$ cat config.mk
export PLATFORM = sky130hd
export DESIGN_NAME = sram_page_arbiter
export DESIGN_NICKNAME = d
export VERILOG_FILES = /design/src/rtl/sram_page_arbiter_pkg.sv /design/src/rtl/sram_page_arbiter_rr_arbiter.sv /design/src/rtl/sram_page_arbiter.sv
export SDC_FILE = /design/constraint.sdc
export NUM_CORES = 2
export LEC_CHECK = 0
export BUFFER_PORTS_ARGS = -buffer_cell sky130_fd_sc_hd__clkbuf_2
export CELL_PAD_IN_SITES_DETAIL_PLACEMENT = 0
export CELL_PAD_IN_SITES_GLOBAL_PLACEMENT = 1
export CORE_UTILIZATION = 45
export CTS_CLUSTER_SIZE = 14
export DETAILED_ROUTE_END_ITERATION = 12
export GPL_TIMING_DRIVEN = 0
export PLACE_DENSITY_LB_ADDON = 0.1
export REMOVE_ABC_BUFFERS = 1
export SLEW_MARGIN = 20
export SYNTH_ARGS = -nofsm -noshare
export SYNTH_HDL_FRONTEND = slang
export SYNTH_SLANG_ARGS = --single-unit
$ cat constraint.sdc
create_clock -name sys_clk -period 8.4 [get_ports sys_clk]
set_input_delay 1.68 -clock sys_clk [delete_from_list [all_inputs] [get_ports sys_clk]]
set_output_delay 1.68 -clock sys_clk [all_outputs]
set_load 0.005 [all_outputs]
$ cat src/rtl/sram_page_arbiter_pkg.sv
// Shared constants for the packet SRAM page allocator: geometry, field
// widths and the one-hot FSM state encodings.
package sram_arb_pkg;

  localparam int SRAM_NUM = 32;
  localparam int PAGE_NUM = 128;
  localparam int PG_W     = 7;
  localparam int CNT_W    = 9;
  localparam int BANK_W   = 5;

  localparam logic [3:0] ST_IDLE   = 4'b0001;
  localparam logic [3:0] ST_ARB    = 4'b0010;
  localparam logic [3:0] ST_LOOKUP = 4'b0100;
  localparam logic [3:0] ST_GRANT  = 4'b1000;

endpackage

$ cat src/rtl/sram_page_arbiter_rr_arbiter.sv
// Combinational round-robin picker: the first asserted request at or after
// ptr (wrapping at N) wins. The pointer register lives in the parent.
module rr_arbiter #(
  parameter int N  = 4,
  parameter int IW = (N > 1) ? $clog2(N) : 1
) (
  input  logic [N-1:0]  req,
  input  logic [IW-1:0] ptr,
  output logic [N-1:0]  grant,
  output logic [IW-1:0] idx,
  output logic          any
);

  logic [IW:0] cand;

  // Walk the requesters starting at ptr and keep the first one that is asserted.
  always_comb begin
    grant = '0;
    idx   = '0;
    any   = 1'b0;
    cand  = '0;
    for (int k = 0; k < N; k++) begin
      cand = {1'b0, ptr} + (IW+1)'(k);
      if (cand >= (IW+1)'(N)) cand = cand - (IW+1)'(N);
      if (!any && req[cand[IW-1:0]]) begin
        any = 1'b1;
        idx = cand[IW-1:0];
      end
    end
    if (any) grant = N'(1) << idx;
  end

endmodule

$ cat src/rtl/sram_page_arbiter.sv
// Page allocator for the banked packet SRAM. Requests are arbitrated
// round-robin, then granted a contiguous page run in the lowest bank with
// enough free pages. Releases from the dequeue side return pages.
module sram_page_arbiter
  import sram_arb_pkg::*;
#(
  parameter int REQ_NUM = 4
) (
  input  logic                       sys_clk,
  input  logic                       sys_rst_n,
  input  logic [REQ_NUM-1:0]         req,
  input  logic [REQ_NUM*PG_W-1:0]    req_pages,
  output logic [REQ_NUM-1:0]         req_done,
  output logic                       alloc_vld,
  output logic                       alloc_fail,
  output logic [BANK_W-1:0]          alloc_sram,
  output logic [CNT_W-1:0]           alloc_addr,
  input  logic                       rel_vld,
  input  logic [BANK_W-1:0]          rel_sram,
  input  logic [PG_W-1:0]            rel_pages,
  output logic [CNT_W*SRAM_NUM-1:0]  sram_idle_cnt,
  output logic [CNT_W*SRAM_NUM-1:0]  sram_addr,
  output logic                       err_rel_ovf
);

  localparam int IW    = (REQ_NUM > 1) ? $clog2(REQ_NUM) : 1;
  localparam int SUM_W = CNT_W + 1;

  logic [3:0]         state;
  logic [IW-1:0]      rr_ptr;
  logic [REQ_NUM-1:0] grant_q;
  logic [PG_W-1:0]    pages_q;
  logic [BANK_W-1:0]  bank_q;
  logic               hit_q;

  logic [REQ_NUM-1:0] arb_grant;
  logic [IW-1:0]      arb_idx;
  logic               arb_any;

  logic [SRAM_NUM-1:0][CNT_W-1:0] cnt_vec;
  logic [SRAM_NUM-1:0][PG_W-1:0]  ptr_vec;
  logic [SRAM_NUM-1:0]            ovf_vec;

  logic               fit_hit;
  logic [BANK_W-1:0]  fit_bank;
  logic               pages_ok;

  rr_arbiter #(.N(REQ_NUM), .IW(IW)) u_rr (
    .req   (req),
    .ptr   (rr_ptr),
    .grant (arb_grant),
    .idx   (arb_idx),
    .any   (arb_any)
  );

  assign pages_ok = (pages_q != '0) && (CNT_W'(pages_q) <= CNT_W'(PAGE_NUM));

  // First-fit search: lowest bank whose registered free count covers the request.
  always_comb begin
    fit_hit  = 1'b0;
    fit_bank = '0;
    for (int b = 0; b < SRAM_NUM; b++) begin
      if (!fit_hit && pages_ok && (cnt_vec[b] >= CNT_W'(pages_q))) begin
        fit_hit  = 1'b1;
        fit_bank = BANK_W'(b);
      end
    end
  end

  // Request FSM: sample, arbitrate, look up a bank, then pulse the grant outputs.
  always_ff @(posedge sys_clk or negedge sys_rst_n) begin
    if (!sys_rst_n) begin
      state      <= ST_IDLE;
      rr_ptr     <= '0;
      grant_q    <= '0;
      pages_q    <= '0;
      bank_q     <= '0;
      hit_q      <= 1'b0;
      req_done   <= '0;
      alloc_vld  <= 1'b0;
      alloc_fail <= 1'b0;
      alloc_sram <= '0;
      alloc_addr <= '0;
    end else begin
      req_done   <= '0;
      alloc_vld  <= 1'b0;
      alloc_fail <= 1'b0;
      case (state)
        ST_IDLE: begin
          if (|req) state <= ST_ARB;
        end
        ST_ARB: begin
          if (arb_any) begin
            grant_q <= arb_grant;
            pages_q <= req_pages[arb_idx*PG_W +: PG_W];
            rr_ptr  <= (arb_idx == IW'(REQ_NUM - 1)) ? '0 : arb_idx + IW'(1);
            state   <= ST_LOOKUP;
          end else begin
            state <= ST_IDLE;
          end
        end
        ST_LOOKUP: begin
          hit_q      <= fit_hit;
          bank_q     <= fit_bank;
          req_done   <= grant_q;
          alloc_vld  <= 1'b1;
          alloc_fail <= !fit_hit;
          if (fit_hit) begin
            alloc_sram <= fit_bank;
            alloc_addr <= CNT_W'(ptr_vec[fit_bank]);
          end
          state <= ST_GRANT;
        end
        ST_GRANT: begin
          state <= ST_IDLE;
        end
        default: begin
          state <= ST_IDLE;
        end
      endcase
    end
  end

  for (genvar b = 0; b < SRAM_NUM; b++) begin : g_bank
    logic [CNT_W-1:0] cnt_q;
    logic [PG_W-1:0]  wr_q;
    logic [PG_W-1:0]  rd_q;
    logic             take;
    logic             give;
    logic [SUM_W-1:0] sum;

    assign take = (state == ST_GRANT) && hit_q && (bank_q == BANK_W'(b));
    assign give = rel_vld && (rel_sram == BANK_W'(b)) && (rel_pages != '0);
    assign sum  = {1'b0, cnt_q}
                - (take ? SUM_W'(pages_q)   : '0)
                + (give ? SUM_W'(rel_pages) : '0);
    assign ovf_vec[b] = give && (sum > SUM_W'(PAGE_NUM));

    // Bank counters: a grant and a release in the same cycle fold into one update.
    always_ff @(posedge sys_clk or negedge sys_rst_n) begin
      if (!sys_rst_n) begin
        cnt_q <= CNT_W'(PAGE_NUM);
        wr_q  <= '0;
        rd_q  <= '0;
      end else begin
        if (take || give) cnt_q <= ovf_vec[b] ? CNT_W'(PAGE_NUM) : sum[CNT_W-1:0];
        if (take) wr_q <= wr_q + pages_q;
        if (give) rd_q <= rd_q + rel_pages;
      end
    end

    assign cnt_vec[b] = cnt_q;
    assign ptr_vec[b] = wr_q;
    assign sram_idle_cnt[b*CNT_W +: CNT_W] = cnt_q;
    assign sram_addr[b*CNT_W +: CNT_W]     = CNT_W'(wr_q);
  end

  // Sticky release-overflow flag; only reset clears it.
  always_ff @(posedge sys_clk or negedge sys_rst_n) begin
    if (!sys_rst_n) err_rel_ovf <= 1'b0;
    else if (|ovf_vec) err_rel_ovf <= 1'b1;
  end

endmodule
# --- Word level (Yosys, flattened, before mapping) ---
# Cells that the tools add are included.
word_totals:
  in_bits: 47
  register_bits: 554
  out_inout_bits: 597
classes:
  shift: 2
  n_addsub: 104
  reduce_logical: 270
  n_mux: 188
  magnitude_cmp: 73
  multipliers: 1
  eq_ne: 68
op_table:
  columns: ["cell", "count"]
  rows:
  - ["7-bit 2-to-1 mux", 65]
  - ["10-bit by 7-bit adder with 10-bit output", 32]
  - ["10-bit by 8-bit greater-than comparator with 1-bit output (second input constant)", 32]
  - ["9-bit by 7-bit subtractor with 10-bit output", 32]
  - ["9-bit by 7-bit greater-or-equal comparator with 1-bit output", 32]
  - ["9-bit 2-to-1 mux", 32]
  - ["7-bit adder", 32]
  - ["1-bit logical AND", 195]
  - ["5-bit equality test (second input constant)", 32]
  - ["5-bit by 4-bit equality test with 1-bit output (second input constant)", 16]
  - ["5-bit 2-to-1 mux", 16]
  - ["1-bit 2-to-1 mux", 43]
  - ["5-bit by 3-bit equality test with 1-bit output (second input constant)", 8]
  - ["4-bit 2-to-1 mux", 10]
  - ["7-bit binary-select mux with 5-bit select", 1]
  - ["1-bit zero test", 35]
  - ["1-bit logical OR", 32]
  - ["32-bit OR reduction", 1]
  - ["28-bit by 6-bit indexed part select with 7-bit output", 1]
  - ["2-bit 2-to-1 mux", 11]
  - ["5-bit by 2-bit equality test with 1-bit output (second input constant)", 4]
  - ["3-bit 2-to-1 mux", 5]
  - ["7-bit nonzero test", 2]
  - ["2-bit by 3-bit < comparator with 1-bit output (second input constant)", 4]
  - ["21 further kinds", 33]

# --- Longest topological paths before layout ---
depth:
  depth_word: 129
  mapped_depth: 26
  depth_no_buf: 23

# --- Cells and area by module ---
# Synthesis repeated with hierarchy kept, for this count alone.
hier_totals:
  hier_cells: 6879
  hier_area_um2: 57402.6
modules_own_cells:
  columns: ["mod", "area_each_um2", "cells_each", "seq_area_each_um2", "instances"]
  rows:
  - ["sram_page_arbiter", 57219.9, 6847, 13904.6, 1]
  - ["rr_arbiter", 182.7, 32, 0.0, 1]

# --- Least setup slack after synthesis ---
# OpenSTA, ideal clock, no wires.
synth_path:
  kind: "register to register"
  start: "register pages_q[1]"
  end: "register err_rel_ovf"
  required_ps: 8328
  stages_incl_launch_ff: 19
  setup_slack_ps: 1190
  arrival_ps: 7138
  setup_time_ps: 72
  cell_sequence: "dfrtp_1 -> clkinv_1 -> clkbuf_1 -> nor2_1 -> fa_1 -> inv_1 -> ha_1 -> a21o_1 -> a21oi_1 -> nor2b_1 -> o21a_1 -> o41ai_1 -> nor3b_1 -> nor3_1 -> xnor2_1 -> a311oi_1 -> nor4_1 -> and4_1 -> nand4_1"
synth_via:
  elab_chain_len: 6
  word_cells_on_any_way: 161
  classes_between: "64 x add/sub; 32 x order compare; 32 x mux; 33 x reduce/logical"
synth_lines:
  columns: ["element", "line", "rtl"]
  rows:
  - ["from (decl)", "sram_page_arbiter.sv:32", "logic [PG_W-1:0] pages_q;"]
  - ["from (signal assigned)", "sram_page_arbiter.sv:95", "pages_q <= req_pages[arb_idx*PG_W +: PG_W];"]
  - ["7-bit 2-to-1 mux", "sram_page_arbiter.sv:135", "- (take ? SUM_W'(pages_q) : '0)"]
  - ["9-bit by 7-bit subtractor with 10-bit output", "sram_page_arbiter.sv:135", null]
  - ["10-bit by 7-bit adder with 10-bit output", "sram_page_arbiter.sv:136", "+ (give ? SUM_W'(rel_pages) : '0);"]
  - ["10-bit by 8-bit greater-than comparator with 1-bit output", "sram_page_arbiter.sv:137", "assign ovf_vec[b] = give && (sum > SUM_W'(PAGE_NUM));"]
  - ["1-bit logical AND", "sram_page_arbiter.sv:137", null]
  - ["32-bit OR reduction (*)", "sram_page_arbiter.sv:161", "else if (|ovf_vec) err_rel_ovf <= 1'b1;"]
  - ["to (signal assigned)", "sram_page_arbiter.sv:160", "if (!sys_rst_n) err_rel_ovf <= 1'b0;"]
  - ["to (signal assigned)", "sram_page_arbiter.sv:161", null]
  - ["to (decl)", "sram_page_arbiter.sv:23", "output logic err_rel_ovf"]
# Mark *: on every way between the ends. The rest lies on a longest branch, timed or not.
# A chain may end at the register's enable or synchronous reset.

# --- Worst setup path after layout ---
layout_path:
  start: "register pages_q[5]"
  end: "register alloc_addr[2]"
layout_via:
  elab_chain_len: 129
  word_cells_on_any_way: 193
  classes_between: "32 x order compare; 65 x mux; 96 x reduce/logical"
layout_lines:
  columns: ["element", "line", "rtl"]
  rows:
  - ["9-bit by 7-bit greater-or-equal comparator with 1-bit output or 7-bit nonzero test (tied branches)", "sram_page_arbiter.sv:63, sram_page_arbiter.sv:56", null]
  - ["1-bit logical AND", "sram_page_arbiter.sv:63", "if (!fit_hit && pages_ok && (cnt_vec[b] >= CNT_W'(pages_q))) begin"]
  - ["1-bit 2-to-1 mux", "sram_page_arbiter.sv:63", null]
  - ["1-bit zero test", "sram_page_arbiter.sv:63", null]
  - ["1-bit logical AND (2 in series)", "sram_page_arbiter.sv:63", null]
  - ["1-bit 2-to-1 mux", "sram_page_arbiter.sv:63", null]
  - ["1-bit zero test", "sram_page_arbiter.sv:63", null]
  - ["1-bit logical AND (2 in series)", "sram_page_arbiter.sv:63", null]
  - ["[109 not listed]", null, null]
  - ["1-bit zero test", "sram_page_arbiter.sv:63", null]
  - ["1-bit logical AND (2 in series)", "sram_page_arbiter.sv:63", null]
  - ["1-bit 2-to-1 mux", "sram_page_arbiter.sv:63", null]
  - ["1-bit zero test", "sram_page_arbiter.sv:63", null]
  - ["1-bit logical AND (2 in series)", "sram_page_arbiter.sv:63", null]
  - ["5-bit 2-to-1 mux", "sram_page_arbiter.sv:63", null]
  - ["7-bit binary-select mux with 5-bit select", "sram_page_arbiter.sv:110", "alloc_addr <= CNT_W'(ptr_vec[fit_bank]);"]
  - ["7-bit 2-to-1 mux (not written as such)", "sram_page_arbiter.sv:110", null]
  - ["to (signal assigned)", "sram_page_arbiter.sv:110", null]
  - ["to (decl)", "sram_page_arbiter.sv:17", "output logic [CNT_W-1:0] alloc_addr,"]
# Parallel ways exist; a longest one is shown, timed or not. The select of a mux whose other input is x is not followed.

==> metrics.txt <==
outcome finished clean; wire per inst 24.9 µm; half-perimeter wire length of the detailed placement result 179,000 µm; Setup Crit Path Kind reg -> reg; worst min-delay path category reg -> reg; final-layout worst hold slack 0.480 ns; Async S/R FF share, synth 1.00; number of flops mapped to enable cells by yosys 0; overall routing resource usage 0.349; post-route setup TNS 0 ns; max-slew violation total from the final report 0; post-CTS sizing 0; clock tree from TritonCTS yes; Gate power share 0.632; maxcap violations 0; number of endpoints with negative hold slack in the final report 0; cell type contributing the most total cell area after synthesis dfrtp_1; share of final-layout standard cells stronger than drive strength 1 0.121; count of mapped cells out of synthesis 6,970; most frequently used flop master after synthesis dfrtp_1; number of design rule violations left after detail routing 0; highest clock frequency the design can meet 0.122 GHz; cell area reported after detailed placement 63,300 µm²; First-pass DRT Iterations 6; Clock Power Share 0.170; port buffer count 577; vertical die dimension 360 µm; Synth-to-Final Area Change 14.0%; internal power 10.4 mW; Clock Sink Count 554; number of antenna violations at the first check in global routing 4; CTS max path bufs 3; time the worst path needs with I/O delays and setup 8.19 ns; number of diodes added for antenna fixing 0; later-pin clock latency in the skew report 0.71 ns; number of buffers created by CTS 78; data arrival at the endpoint of the critical path 8.74 ns; switching component of the power 9.78 mW; ratio of total power to cell area 306 nW/µm²; period utilization 0.974; setup-violating endpoint count in the final report 0; Top Ports 644; Die Footprint 130,000 µm²; top post-synthesis cells by area dfrtp_1 (23%), ha_1 (17%), fa_1 (8.9%); core outline area 128,000 µm²; GPL Wtd Cong 0.953; worst-path fanout max 41; global-route wire length before repair 337,000 µm; CTS clk-pin slew, worst paths 0.07 ns; count of buffers added by post-CTS timing repair for setup 0; Starting Density 0.453; CP endpoint kind flip-flop; setup repair after global routing missed its margin no; row count 131; leading cell type by number of instances after synthesis nand2_1; nets 8,619; Worst-Margin Slew 1.19 ns; via count of the first global-routing pass 50,900; netlist area before placement 57,800 µm²; global-route congestion overflow total 0; number of hold-repair buffers added at the cts stage 0; htree depth 3; switching share of power 0.485; design area 65,900 µm²; pin count of the biggest net entering global routing 74; count of distinct cell types in the synthesized netlist 95; total of warnings raised by yosys 0; sequential area share after synthesis 0.241; clock skew after layout 0.0465 ns; Worst Path Required 8.95 ns; mean cell area of the mapped netlist 8.29 µm²; VDD IR-drop max 0.354 mV; final core utilization 0.517; number of nets with antenna violations after detailed routing 0; startpoint kind of the worst setup timing path flip-flop; drt via density 5.69; total vias in the final route 52,600; sequential power share 0.198; final wirelength 230,000 µm; Post-synth top cells nand2_1 (1,021), inv_1 (931), ha_1 (804), dfrtp_1 (521), nor2_1 (478); horizontal die dimension 360 µm; Leak Pwr 33.0 nW; Starting DRT DRC Count 4,046; root buffer cell clkbuf_16; top-area cell type share of the netlist area 0.226; synthesized flop and latch total 554; reg-to-reg setup timing slack 0.21 ns; Slew HR 0.207
==> placed cells by master (no fill, tap or decap), drive strengths merged, types with 65 or more instances in the layout <==
master and instances:
nor3 89, dfrtp 521, buf 65, clkbuf 696
ha 804, conb 66, o31ai 90, nor2b 97
xnor2 308, nor2 478, xor2 128, a21oi 341
a21o 245, nand2b 96, mux2i 72, inv 936
fa 256, nand2 1021, nand3 81, a211oi 72
o21ai 450
==> layer usage <==
layer,vias up,part of all wire,wire length [µm],track usage
li1,24600,-,-,-
met1,26000,0.43,99100,0.462
met2,1673,0.45,102000,0.552
met3,368,0.076,17400,0.0713
met4,4,0.047,10900,0.151
met5,-,0.00012,28,0
==> power by group through the flow <==
stage	logic, mW	clock network [mW]	registers (mW)
after floorplan	8.67	0	3.84
after global placement	11.7	0	4.32
after detailed placement	12.6	0	4.04
after CTS	12.7	3.48	3.99
after global routing	14.2	3.59	4.06
final	12.8	3.44	4.00
==> area by class of cell <==
cell class | count | area [µm²]
Multi-Input combinational cell | 5298 | 39700
Clock buffer | 119 | 2350
Fill cell | 12400 | 61600
Tap cell | 1662 | 2080
Sequential cell | 554 | 13900
Clock inverter | 24 | 210
Timing Repair Buffer | 642 | 4060
Inverter | 938 | 3550
==> registers in the layout (all words and copies together) (netlist names) <==
signal	flops
grant_q	4
hit_q	1
bank_q	5
rr_ptr	2
err_rel_ovf	1
alloc_sram	5
alloc_vld	1
g_bank.cnt_q	288
g_bank.wr_q	224
alloc_addr	7
state	4
pages_q	7
alloc_fail	1
req_done	4
==> metrics by stage <==
step	instances	worst slack (ns)	total power [mW]
after floorplan	6790	-1.25	12.5
after global placement	9029	-12.55	16.0
after detailed placement	9094	-0.651	16.6
after CTS	9237	0.0475	20.1
after global routing	9237	0.0662	21.9
final	9237	0.215	20.2
==> worst max-delay path, stage by stage (launching register included) <==
cell	delay [ns]
dfrtp_4	0.92
clkinv_4	0.60
buf_16	0.38
ha_1	0.30
a2111oi_0	0.38
o21ai_1	0.12
a41oi_1	0.82
nand3_1	0.47
nor3_2	0.64
a41oi_2	0.66
and2_4	0.45
buf_16	0.24
nor2_1	0.61
a31oi_1	0.38
a32oi_1	0.65
o211ai_1	0.20
==> cell families (layout without fill, tap and decap cells) <==
| logic type | after synthesis | after routing | share of synthesized area |
|---|---|---|---|
| AO/OA/AOI/OAI | 1554 | 1554 | 0.171 |
| XOR/XNOR | 436 | 436 | 0.0661 |
| adder cells (fa/ha/maj) | 1060 | 1060 | 0.263 |
| buffers and inverters | 1183 | 1723 | 0.0823 |
| flip-flops | 554 | 554 | 0.241 |
| multiplexers | 82 | 82 | 0.0144 |
| other | 1 | 66 | 0.0000649 |
| AND/OR/NAND/NOR | 2100 | 2100 | 0.163 |
==> worst paths after layout <==
check / to / from / cells past startpoint
setup / recovery: alloc_addr[2] / pages_q[5] / 15
hold / removal: alloc_sram[3] / alloc_sram[3] / 2
setup reg to reg: alloc_addr[2] / pages_q[5] / 15
hold reg to reg: alloc_sram[3] / alloc_sram[3] / 2
max in group asynchronous: g_bank[13].cnt_q[7] / sys_rst_n / 4
min in group asynchronous: g_bank[27].cnt_q[3] / sys_rst_n / 1
Note: power is estimated with default switching activity, not from simulation.
